## config.mk

```make
export PLATFORM = sky130hd
export DESIGN_NAME = vga_text_scan
export DESIGN_NICKNAME = d
export VERILOG_FILES = /design/src/rtl/vga_text_scan_pkg.sv /design/src/rtl/font_rom.sv /design/src/rtl/vga_text_scan.sv
export SDC_FILE = /design/constraint.sdc
export NUM_CORES = 1
export LEC_CHECK = 0
export ABC_AREA = 0
export ABC_CLOCK_PERIOD_IN_PS = 1900
export CORE_MARGIN = 4
export CORE_UTILIZATION = 45
export CTS_CLUSTER_DIAMETER = 50
export DETAILED_ROUTE_END_ITERATION = 6
export GPL_TIMING_DRIVEN = 0
export HOLD_SLACK_MARGIN = 0.12
export PLACE_DENSITY = 0.7
export SYNTH_ARGS = -nofsm -noshare
export SYNTH_HDL_FRONTEND = slang
export SYNTH_SLANG_ARGS = --single-unit
```

## constraint.sdc

```tcl
create_clock -name clk -period 1.9 [get_ports clk]
set_input_delay 0.57 -clock clk [delete_from_list [all_inputs] [get_ports clk]]
set_output_delay 0.57 -clock clk [all_outputs]
set_load 0.02 [all_outputs]
```

## src/rtl/vga_text_scan_pkg.sv

```systemverilog
// Shared timing defaults, text-grid constants, pipeline control type and the
// built-in font generator for the VGA text scanner.
package vga_text_scan_pkg;

  localparam int H_VIS_DEF  = 640;
  localparam int H_FP_DEF   = 16;
  localparam int H_SYNC_DEF = 96;
  localparam int H_BP_DEF   = 48;
  localparam int V_VIS_DEF  = 480;
  localparam int V_FP_DEF   = 10;
  localparam int V_SYNC_DEF = 2;
  localparam int V_BP_DEF   = 33;

  localparam int H_TOTAL = H_VIS_DEF + H_FP_DEF + H_SYNC_DEF + H_BP_DEF;  // 800
  localparam int V_TOTAL = V_VIS_DEF + V_FP_DEF + V_SYNC_DEF + V_BP_DEF;  // 525

  localparam int COLS   = 80;
  localparam int ROWS   = 48;
  localparam int CELL_W = 8;
  localparam int CELL_H = 10;
  localparam int ADDR_W = 12;
  localparam int CNT_W  = 10;

  typedef logic [ADDR_W-1:0] font_addr_t;

  // Per-pixel control carried alongside the RAM/font pipeline.
  typedef struct packed {
    logic       hs;
    logic       vs;
    logic       de;
    logic [2:0] hx;
    logic       cur;
  } ctl_t;

  localparam ctl_t CTL_RST = '{hs: 1'b1, vs: 1'b1, de: 1'b0, hx: 3'd0, cur: 1'b0};

  // Glyph contents: code 0 is blank, slot rows 10..15 are blank, everything
  // else is a fixed scramble of code and row (code 0x1C row 0 = 0xA5).
  function automatic logic [7:0] font_glyph(input font_addr_t a);
    logic [7:0] code;
    logic [3:0] line;
    code = a[11:4];
    line = a[3:0];
    if (code == 8'h00 || line >= 4'(CELL_H)) begin
      return 8'h00;
    end
    return code ^ (8'(line) * 8'h13) ^ 8'hB9;
  endfunction

endpackage

```

## src/rtl/font_rom.sv

```systemverilog
// Synchronous 4096x8 font ROM indexed by {scan code, glyph row}; the
// registered output is the t+2 stage of the text pipeline.
module font_rom
  import vga_text_scan_pkg::*;
(
  input  logic       clk,
  input  logic       rst_n,
  input  font_addr_t addr,
  output logic [7:0] data
);

  logic [7:0] data_q;
  logic [7:0] data_d;

  always_comb begin
    data_d = font_glyph(addr);
  end

  always_ff @(posedge clk) begin
    if (!rst_n) begin
      data_q <= 8'h00;
    end else begin
      data_q <= data_d;
    end
  end

  assign data = data_q;

endmodule

```

## src/rtl/vga_text_scan.sv

```systemverilog
// 640x480 VGA text scanner: counters -> RAM address -> font ROM -> pixel,
// three cycles of latency. Define CURSOR_EN to add a blinking inverse cursor.
module vga_text_scan
  import vga_text_scan_pkg::*;
#(
  parameter int H_VIS  = H_VIS_DEF,
  parameter int H_FP   = H_FP_DEF,
  parameter int H_SYNC = H_SYNC_DEF,
  parameter int H_BP   = H_BP_DEF,
  parameter int V_VIS  = V_VIS_DEF,
  parameter int V_FP   = V_FP_DEF,
  parameter int V_SYNC = V_SYNC_DEF,
  parameter int V_BP   = V_BP_DEF
) (
  input  logic              clk,
  input  logic              rst_n,
  output logic [ADDR_W-1:0] read_addr,
  input  logic [7:0]        ram_q,
  input  logic [ADDR_W-1:0] cursor_addr,
  output logic              hsync,
  output logic              vsync,
  output logic              de,
  output logic              pixel,
  output logic              frame_tick
);

  localparam logic [CNT_W-1:0] H_LAST   = CNT_W'(H_VIS + H_FP + H_SYNC + H_BP - 1);
  localparam logic [CNT_W-1:0] V_LAST   = CNT_W'(V_VIS + V_FP + V_SYNC + V_BP - 1);
  localparam logic [CNT_W-1:0] H_VIS_C  = CNT_W'(H_VIS);
  localparam logic [CNT_W-1:0] V_VIS_C  = CNT_W'(V_VIS);
  localparam logic [CNT_W-1:0] HS_BEG   = CNT_W'(H_VIS + H_FP);
  localparam logic [CNT_W-1:0] HS_END   = CNT_W'(H_VIS + H_FP + H_SYNC);
  localparam logic [CNT_W-1:0] VS_BEG   = CNT_W'(V_VIS + V_FP);
  localparam logic [CNT_W-1:0] VS_END   = CNT_W'(V_VIS + V_FP + V_SYNC);
  localparam int               PIPE     = 2;

  logic [CNT_W-1:0]  h_q, h_d;
  logic [CNT_W-1:0]  v_q, v_d;
  logic [3:0]        line_q, line_d;
  logic [ADDR_W-1:0] row_base_q, row_base_d;
  logic [3:0]        line1_q, line1_d;
  logic              frame_tick_q, frame_tick_d;
  logic              hsync_q, hsync_d;
  logic              vsync_q, vsync_d;
  logic              de_q, de_d;
  logic              pixel_q, pixel_d;
  ctl_t              ctl_q [PIPE];
  ctl_t              ctl_d [PIPE];
  ctl_t              ctl_now;
  logic              h_wrap, v_wrap, visible, cur_now;
  logic [7:0]        font_byte;

  // Text position advances incrementally: row_base steps by COLS per cell row.
  always_comb begin
    h_wrap     = (h_q == H_LAST);
    v_wrap     = (v_q == V_LAST);
    h_d        = h_wrap ? '0 : h_q + 1'b1;
    v_d        = v_q;
    line_d     = line_q;
    row_base_d = row_base_q;
    if (h_wrap) begin
      if (v_wrap) begin
        v_d        = '0;
        line_d     = '0;
        row_base_d = '0;
      end else begin
        v_d = v_q + 1'b1;
        if (v_q < V_VIS_C) begin
          if (line_q == 4'(CELL_H - 1)) begin
            line_d     = '0;
            row_base_d = row_base_q + ADDR_W'(COLS);
          end else begin
            line_d = line_q + 1'b1;
          end
        end
      end
    end
    frame_tick_d = h_wrap && v_wrap;
  end

  always_comb begin
    visible   = (h_q < H_VIS_C) && (v_q < V_VIS_C);
    read_addr = visible ? row_base_q + {5'd0, h_q[9:3]} : '0;
  end

`ifdef CURSOR_EN
  logic [4:0] blink_q, blink_d;

  always_comb begin
    blink_d = frame_tick_q ? blink_q + 1'b1 : blink_q;
    cur_now = (read_addr == cursor_addr) && blink_q[4];
  end

  always_ff @(posedge clk) begin
    if (!rst_n) begin
      blink_q <= '0;
    end else begin
      blink_q <= blink_d;
    end
  end
`else
  logic unused_cursor;

  always_comb begin
    unused_cursor = ^cursor_addr;
    cur_now       = 1'b0;
  end
`endif

  always_comb begin
    ctl_now.hs  = !((h_q >= HS_BEG) && (h_q < HS_END));
    ctl_now.vs  = !((v_q >= VS_BEG) && (v_q < VS_END));
    ctl_now.de  = visible;
    ctl_now.hx  = h_q[2:0];
    ctl_now.cur = cur_now;
    ctl_d[0]    = ctl_now;
    for (int i = 1; i < PIPE; i++) begin
      ctl_d[i] = ctl_q[i-1];
    end
    line1_d  = line_q;
    hsync_d  = ctl_q[PIPE-1].hs;
    vsync_d  = ctl_q[PIPE-1].vs;
    de_d     = ctl_q[PIPE-1].de;
    pixel_d  = ctl_q[PIPE-1].de &&
               (font_byte[3'd7 - ctl_q[PIPE-1].hx] ^ ctl_q[PIPE-1].cur);
  end

  // Glyph row must match the cell whose code arrives on ram_q one cycle later.
  font_rom u_font_rom (
    .clk   (clk),
    .rst_n (rst_n),
    .addr  ({ram_q, line1_q}),
    .data  (font_byte)
  );

  always_ff @(posedge clk) begin
    if (!rst_n) begin
      h_q          <= '0;
      v_q          <= '0;
      line_q       <= '0;
      row_base_q   <= '0;
      line1_q      <= '0;
      frame_tick_q <= 1'b0;
      hsync_q      <= 1'b1;
      vsync_q      <= 1'b1;
      de_q         <= 1'b0;
      pixel_q      <= 1'b0;
      for (int i = 0; i < PIPE; i++) begin
        ctl_q[i] <= CTL_RST;
      end
    end else begin
      h_q          <= h_d;
      v_q          <= v_d;
      line_q       <= line_d;
      row_base_q   <= row_base_d;
      line1_q      <= line1_d;
      frame_tick_q <= frame_tick_d;
      hsync_q      <= hsync_d;
      vsync_q      <= vsync_d;
      de_q         <= de_d;
      pixel_q      <= pixel_d;
      for (int i = 0; i < PIPE; i++) begin
        ctl_q[i] <= ctl_d[i];
      end
    end
  end

  assign hsync      = hsync_q;
  assign vsync      = vsync_q;
  assign de         = de_q;
  assign pixel      = pixel_q;
  assign frame_tick = frame_tick_q;

endmodule

```

======== Word-level counts from Yosys, hierarchy flattened ========
Memory sizes are Yosys's and may differ from the RTL's.
Index checks and enable logic that the tools add are counted.
cells by class
  add/sub/neg operators ................... 6
  multiply operators ...................... 1
  magnitude comparators ................... 8
  eq/ne operators ......................... 3
  muxes and demuxes ....................... 17
  bitwise logic cells ..................... 6
  reductions and logical operators ........ 14
operators with widths
  cell                     count
  $mux W12                 4
  $add A10 B1 Y10 const B  2
  $eq A10 B10 Y1 const B   2
  $lt A10 B10 Y1 const B   2
  $lt A10 B9 Y1 const B    2
  $mux W8                  2
  $mux W7                  2
  $add A12 B7 Y12          1
  $add A12 B7 Y12 const B  1
  $mux W4                  3
  $ge A10 B10 Y1 const B   1
  $ge A10 B9 Y1 const B    1
  $mux W10                 1
  $logic_not A8 Y1         1
  $mul A4 B5 Y8 const B    1
  $xor A8 B8 Y8            1
  $logic_and A1 B1 Y1      5
  $not A5 Y5               1
  $add A4 B1 Y4 const B    1
  $eq A4 B4 Y1 const B     1
  $ge A4 B4 Y1 const B     1
  $lt A3 B4 Y1 const B     1
  $mux W1                  4
  $reduce_bool A2 Y1       2
  other kinds (10)         12
word-level totals
  register bits ........................... 53
  memory bits (writable) .................. 14
  input bits .............................. 22
  output and inout bits ................... 17
  memories kept ........................... 1
memory list
  memory  depth  width  rd ports  clocked after memory_dff  wr ports  line                 RTL
  ctl_q   2      7      2         0                         2         vga_text_scan.sv:47  ctl_t ctl_q [PIPE];

======== Depth between registers and ports, before layout ========
Gate-level depths: netlist of the first run.
An unclocked memory read counts as a cell.
  depth in word-level cells ............... 6
  gate-level depth with buffers ........... 9
  depth with buffers taken out ............ 9

======== Hierarchy ========
From an unflattened synthesis of the first run, not the netlist that was laid out.
second synthesis, totals
  cell total of the unflattened synthesis .. 347
  area total of the unflattened synthesis .. 3156.8 um2
by module, submodules not included
  module         instances  cells each  area each (um2)  sequential area each (um2)
  vga_text_scan  1          290         2582.5           1061.0
  font_rom       1          57          574.3            160.2

======== Least setup slack after synthesis of the first run ========
Ideal clock, no wire load.
  path type ............................... flip-flop to output port
  from .................................... register h_q[8]
  to ...................................... output read_addr[10]
  data arrival time ....................... 1.737 ns
  required time ........................... 1.330 ns
  path slack .............................. -0.407 ns
  cell stages (with the launch flop) ...... 6
  path buffers ............................ 0
  cells stage by stage .................... dfxtp_1 -> ha_1 -> a21o_1 -> a21oi_1 -> o21ai_0 -> a21oi_1
between the ends
  cells in the longest elaborated chain, start to end .. 3
RTL lines
  what                      line                  RTL
  start: declaration        vga_text_scan.sv:37   logic [CNT_W-1:0] h_q, h_d;
  start signal: assignment  vga_text_scan.sv:138  h_q <= '0;
  start signal: assignment  vga_text_scan.sv:152  h_q <= h_d;
  $lt A10 B10 Y1            vga_text_scan.sv:82   visible = (h_q < H_VIS_C) && (v_q < V_VIS_C);
  $logic_and A1 B1 Y1       vga_text_scan.sv:82
  $mux W12 *                vga_text_scan.sv:83   read_addr = visible ? row_base_q + {5'd0, h_q[9:3]} : '0;
  end: declaration          vga_text_scan.sv:17   output logic [ADDR_W-1:0] read_addr,
Mark *: on every way between the ends. The rest lies on a longest branch, timed or not.

======== Final worst setup path of the first run ========
  from .................................... register h_q[8]
  to ...................................... output read_addr[9]
Same word-level chain as after synthesis.

==> impl_metrics.py, run 1 <==
metrics = {
    "run_status": {
        "status": "complete, but fails checks",
        "violations": "negative setup slack",
    },
    "detailed_routing": {
        "antenna_left": 0,
        "vias": 2811,
        "wl_um": 7917,
        "avgViaCountPerCell": 5.772,
        "avgRoutedWirePerCell_um": 16.26,
        "drt-initial-drc-count": 138,
        "drcViolationCount": 0,
        "firstDrtPassIters": 5,
    },
    "timing": {
        "finalCriticalPeriod_ns": 2.563,
        "finalMaxSlewViolations": 0,
        "hold_viol_final": 0,
        "worst_pin_slew_ns": 0.6843,
        "setup_viol": 29,
        "fin_ws_ns": -0.6625,
        "finalCritPeriodShare": 1.349,
        "rsz0062_at_grt": "yes",
        "fmax_mhz": 390.2,
        "skew_ns": 0.007870,
        "slew_headroom": 0.5438,
    },
    "placed_design": {
        "gp_congestion": 0.8324,
        "placedInstanceArea_sq_mm": 0.003520,
        "pre_cts_ws_ns": -0.8268,
        "io_buffers": 26,
        "dpl.hpwl_um": 4750,
    },
    "yosys": {
        "synth.distinct_cells": 42,
        "avgSynthCellArea_sq_um": 8.817,
        "netlist_instances": 342,
        "syn-num-nets": 386,
        "synth_area_leaders": "dfxtp_1 40%, ha_1 9.1%, xnor2_1 4.4%, a21oi_1 4.0%, nand2_1 3.5%",
        "async_reset_ff_frac": 0,
        "synthFlopType": "dfxtp_1",
        "yosys_warnings": 0,
        "yosys.area.top_type_share": 0.4050,
        "synth_top_area_cell": "dfxtp_1",
        "synth_edf_count": 0,
        "yosysSeqAreaShare": 0.4050,
        "synth-seq-cells": 61,
        "synthesis.area_sq_mm": 0.003015,
    },
    "setup_path": {
        "path_class": "reg -> out",
        "worstPathArrival_ns": 1.99,
        "start_kind": "flop",
        "critical_path.max_fanout": 6,
        "rrSetupSlack_ns": -0.13,
        "required_ns": 1.33,
        "reg2reg_depth": 6,
        "end_kind": "output port",
        "worstReg2RegEnd": "line1_d[1]",
        "r2r_start": "h_q[8]",
    },
    "die": {
        "num_io_pins": 39,
        "placementRows": 29,
        "die_y_um": 89.86,
        "die_width_um": 89.86,
        "initial_utilization": 0.4695,
        "die-area_sq_mm": 0.008075,
        "placeableCoreArea_sq_mm": 0.006422,
    },
    "global_route": {
        "grt.total_usage": 0.1913,
        "grt_pass1_vias": 2625,
        "grt_max_degree": 13,
        "globalRouteOverflowTotal": 0,
        "antenna_found_initial": 0,
        "grt_first_pass_wirelength_um": 12690,
    },
    "clocking": {
        "cts.sinks": 61,
        "numCtsBuffers": 9,
        "clkSlewWorstSetupHoldPaths_ns": 0.07,
        "h-tree-depth": 3,
        "ctsHoldBuffers": 0,
        "clockRootBuffer": "clkbuf_8",
        "clock_path_buffers": 2,
        "clock_latency_ns": 0.35,
        "cts_tree": "done",
    },
    "cells_and_area": {
        "nets": 449,
        "nFillCells": 475,
        "stdcell_area_sq_mm": 0.004380,
        "diodes": 0,
        "synthToLayoutAreaGrowth_pct": 45.27,
        "multi_input_area_sq_mm": 0.002091,
        "final_layout_size_suffix_gt1_frac": 0.3561,
        "seq_area_sq_mm": 0.001269,
    },
    "hold_path": {
        "hold_path.class": "reg -> reg",
        "holdPathEnd": "ctl_q[0][12]",
        "whs_path_depth": 1,
        "hold_start": "ctl_q[0][5]",
    },
    "flow_run": {
        "maxCapViolCount": 0,
    },
    "power": {
        "power.leakage_uw": 0.001673,
        "p_total_uw": 2852,
        "powerDensity_mw_per_mm2": 651.2,
        "ir_drop_mv": 0.5571,
    },
}
Yosys cell counts, types with 6 or more instances:
| master | instances |
|---|---|
| dfxtp_1 | 61 |
| nand2_1 | 28 |
| nor2_1 | 28 |
| a21oi_1 | 24 |
| ha_1 | 22 |
| inv_1 | 16 |
| or3_1 | 15 |
| xnor2_1 | 15 |
| nand3_1 | 11 |
| clkbuf_1 | 10 |
| nand2b_1 | 10 |
| o21ai_0 | 10 |
| o22ai_1 | 9 |
| xor2_1 | 9 |
| and3_1 | 8 |
| nand4_1 | 8 |
| or4_1 | 7 |
| and2_1 | 6 |
| nand4b_1 | 6 |
layout by cell type, fill, tap and decap left out, types with 6 or more instances in the layout:
cell type,n
dfxtp_1,45
nor2_1,25
nand2_1,24
buf_4,23
buf_6,18
inv_1,14
xnor2_1,14
clkdlybuf4s50_1,13
ha_1,12
nand3_1,11
dfxtp_4,11
a21oi_2,10
nand2b_1,10
or3_1,9
xor2_1,9
clkbuf_8,9
nand4_1,8
a21oi_4,7
o22ai_1,7
a21oi_1,7
ha_4,7
or3_4,6
nand4b_1,6
and2_1,6
how the worst max path moves through the flow:
stage / start / endpoint / slack (ns) / cells after the start
2_1_floorplan: h_q[8] / read_addr[11] / -0.10 / 5
3_3_place_gp: v_q[6] / read_addr[8] / -0.80 / 5
3_5_place_dp: v_q[6] / read_addr[9] / -0.83 / 5
4_1_cts: h_q[8] / read_addr[9] / -0.68 / 7
5_1_grt: h_q[8] / read_addr[9] / -0.71 / 7
6_report: h_q[8] / read_addr[9] / -0.66 / 7
registers in the layout, indices dropped and copies added (netlist names):
register         flops
de                   1
vsync                1
hsync                1
u_font_rom.data      8
v_q                 10
line1_d              4
row_base_q           8
pixel                1
line1_q              4
frame_tick           1
ctl_q               12
h_q                 10
kinds of logic (layout without fill, tap and decap cells):
logic type	count (synthesis)	in the layout	synth area share
and+or+nand+nor	145	145	0.2627
DFF	61	61	0.4050
AOI/OAI and AO/OA	57	58	0.1120
buffers and inverters	30	97	0.04108
xor gates and xnor gates	24	24	0.06971
adders and majority gates	22	22	0.09128
muxes	3	3	0.01826
metal layers:
layer,wire length [um],global-route usage,vias to the layer above,part of all wire
li1,-,-,1356,-
met1,3449,0.2379,1354,0.44
met2,3951,0.3258,82,0.50
met3,380,0.04591,19,0.048
met4,136,0.06378,0,0.017
met5,0,0,-,0
report_power, final:
part | total [uW] | leakage (uW) | internal [uW] | switching [uW]
Combinational | 110 | 0.00105 | 53.4 | 57.0
Sequential | 1300 | 0.000507 | 1290 | 14.4
Clock | 1440 | 0.000120 | 877 | 562
Total | 2850 | 0.00167 | 2220 | 634
cell type report:
cell class | count | share of cell area
Clock buffer | 9 | 0.02828
Tap cell | 77 | 0.02199
Clock inverter | 7 | 0.02828
Timing Repair Buffer | 55 | 0.1168
Sequential cell | 61 | 0.2896
Inverter | 16 | 0.01371
Multi-Input combinational cell | 252 | 0.4773
Buffer | 10 | 0.02399
through the flow:
step / cells / util / setup TNS (ns) / hold WS (ns)
finish: 487 / 0.6821 / -5.596 / 0.4115
global route: 487 / 0.6821 / -7.789 / 0.4224
CTS: 475 / 0.6320 / -7.351 / 0.4174
detailed placement: 445 / 0.5480 / -17.80 / 0.3964
global placement: 445 / 0.5480 / -17.35 / 0.3896
floorplan: 342 / - / -0.3485 / 0.3863
what timing repair did:
item	CTS	global route
setup endpoints to repair	51	46
pin swaps	17	18
gates cloned	1	0
setup buffers	16	13
gates resized for setup	80	86
critical path, cell delays in order, from the launching register on:
cell     delay (ns)
dfxtp_4        0.36
ha_4           0.27
a21o_1         0.17
a21oi_4        0.10
buf_6          0.13
or3_4          0.33
a21oi_4        0.14
buf_6          0.13
(Power assumes the default switching activity.)
==> inputs of run 2 (changes only) <==
--- a/config.mk
+++ b/config.mk
@@ -7,6 +7,7 @@
 export LEC_CHECK = 0
 export ABC_AREA = 0
 export ABC_CLOCK_PERIOD_IN_PS = 1900
+export CORE_ASPECT_RATIO = 0.75
 export CORE_MARGIN = 4
 export CORE_UTILIZATION = 45
 export CTS_CLUSTER_DIAMETER = 50
==> impl_metrics.py, run 2 (same netlist as run 1, synthesis figures left out) <==
metrics = {
    "run_status": {
        "status": "complete, but fails checks",
        "violations": "negative setup slack",
    },
    "cells_and_area": {
        "layout_commonest_cell": "dfxtp_1",
        "diodes": 0,
        "synthToLayoutAreaGrowth_pct": 58.01,
        "largest_reg_flops": 12,
        "top_register": "ctl_q",
        "fin_util": 0.7430,
        "final_cell_mix": "46 x dfxtp_1, 35 x buf_6, 30 x buf_4",
        "stdcell_area_sq_mm": 0.004765,
        "nFillCells": 387,
        "final_layout_size_suffix_gt1_frac": 0.4355,
        "nets": 473,
        "largest_registers": "ctl_q: 12 flops, h_q: 10 flops, v_q: 10 flops",
    },
    "timing": {
        "skew_ns": 0.01412,
        "finalCriticalPeriod_ns": 2.589,
        "fmax_mhz": 386.2,
        "fin_ws_ns": -0.6892,
        "rsz0062_at_grt": "yes",
        "hold_viol_final": 0,
        "slew_headroom": 0.5649,
        "finalCritPeriodShare": 1.363,
        "finalMaxSlewViolations": 0,
        "worst_pin_slew_ns": 0.6526,
        "setup_viol": 37,
    },
    "power": {
        "ir_drop_mv": 0.3609,
        "power.leakage_uw": 0.001822,
        "powerDensity_mw_per_mm2": 550.3,
        "swShare": 0.2519,
        "share_seq_of_total_power": 0.498,
        "switchingPower_uw": 660.5,
        "internal_power_uw": 1962,
        "combPwrFrac": 0.047,
        "power_frac_clock": 0.454,
    },
    "setup_path": {
        "path_class": "reg -> out",
        "required_ns": 1.33,
        "worstPathArrival_ns": 2.02,
        "end_kind": "output port",
        "start_kind": "flop",
        "worstReg2RegEnd": "v_q[7]",
        "r2r_start": "h_q[8]",
        "rrSetupSlack_ns": -0.29,
        "critical_path.max_fanout": 7,
        "reg2reg_depth": 7,
    },
    "die": {
        "initial_utilization": 0.4702,
        "die-area_sq_mm": 0.008088,
        "placeableCoreArea_sq_mm": 0.006412,
        "num_io_pins": 39,
        "placementRows": 25,
        "die_width_um": 102.5,
        "die_y_um": 78.89,
    },
    "global_route": {
        "grt_first_pass_wirelength_um": 13190,
        "grt.total_usage": 0.2114,
        "globalRouteOverflowTotal": 0,
        "grt_pass1_vias": 2615,
        "grt_max_degree": 13,
        "antenna_found_initial": 0,
    },
    "clocking": {
        "clkSlewWorstSetupHoldPaths_ns": 0.08,
        "cts.sinks": 61,
        "h-tree-depth": 3,
        "clock_path_buffers": 2,
        "clockRootBuffer": "clkbuf_8",
        "cts_tree": "done",
        "clock_latency_ns": 0.36,
        "numCtsBuffers": 9,
    },
    "placed_design": {
        "dpl.hpwl_um": 5021,
        "pre_cts_ws_ns": -0.7686,
        "io_buffers": 26,
        "placedInstanceArea_sq_mm": 0.003525,
        "gp_congestion": 0.8168,
    },
    "hold_path": {
        "hold_path.class": "reg -> reg",
        "whs_path_depth": 1,
        "holdPathEnd": "hsync",
        "hold_start": "ctl_q[0][13]",
    },
    "detailed_routing": {
        "drcViolationCount": 0,
        "antenna_left": 0,
        "avgViaCountPerCell": 5.994,
        "wl_um": 9752,
        "drt-initial-drc-count": 202,
        "firstDrtPassIters": 6,
        "vias": 3087,
        "avgRoutedWirePerCell_um": 18.94,
    },
    "flow_run": {
        "maxCapViolCount": 0,
    },
}
[run 2: metal layers]
metal  part of all wire  wire, um  GRT usage
met3              0.073       710    0.06936
met2               0.46      4460     0.3099
met5                  0         0          0
met4              0.021       200    0.05767
met1               0.45      4380     0.2966
[run 2: worst max-delay path by stage]
stage | startpoint | endpoint | depth (start not counted)
2_1_floorplan | h_q[8] | read_addr[11] | 5
3_3_place_gp | v_q[6] | read_addr[5] | 5
3_5_place_dp | v_q[6] | read_addr[8] | 5
4_1_cts | row_base_q[5] | read_addr[10] | 7
5_1_grt | row_base_q[5] | read_addr[10] | 7
6_report | row_base_q[5] | read_addr[10] | 7
[run 2: area by class of cell]
| type | instances | area (sq um) | area share |
|---|---|---|---|
| Buffer | 10 | 97.59 | 0.02048 |
| Clock buffer | 9 | 123.9 | 0.02600 |
| Clock inverter | 7 | 75.07 | 0.01576 |
| Inverter | 16 | 62.56 | 0.01313 |
| Multi-Input combinational cell | 252 | 2268 | 0.4761 |
| Sequential cell | 61 | 1257 | 0.2639 |
| Tap cell | 81 | 101.3 | 0.02127 |
| Timing Repair Buffer | 79 | 778.2 | 0.1633 |
[run 2: power groups by stage]
stage	logic, uW	registers (uW)	clock network, uW
floorplan	54.3	1340	0
detailed placement	98.0	1340	0
global placement	96.9	1340	0
CTS	107	1310	1180
global route	131	1310	1270
finish	124	1310	1190
[run 2: timing repair]
| action | in CTS | in global routing |
|---|---|---|
| gates cloned | 3 | 0 |
| resized for setup | 150 | 73 |
| setup endpoints to repair | 46 | 58 |
| setup buffers | 25 | 30 |
| hold buffers | 0 | 0 |
| pin swaps | 27 | 30 |
[run 2: metrics by stage]
stage | TNS (ns) | instances | hold slack [ns] | power (uW)
3_5_place_dp | -16.31 | 449 | 0.3917 | 1443
5_1_grt | -11.68 | 515 | 0.4329 | 2709
4_1_cts | -8.193 | 490 | 0.4107 | 2597
2_1_floorplan | -0.3485 | 342 | 0.3863 | 1396
3_3_place_gp | -15.53 | 449 | 0.3892 | 1441
6_report | -9.900 | 515 | 0.4099 | 2622
[run 2: worst max-delay path, cell delays in order (launching register included)]
cell	delay [ns]
dfxtp_4	0.36
ha_4	0.26
a21o_1	0.18
a21oi_4	0.12
buf_6	0.14
or3_4	0.33
a21oi_4	0.13
buf_6	0.13
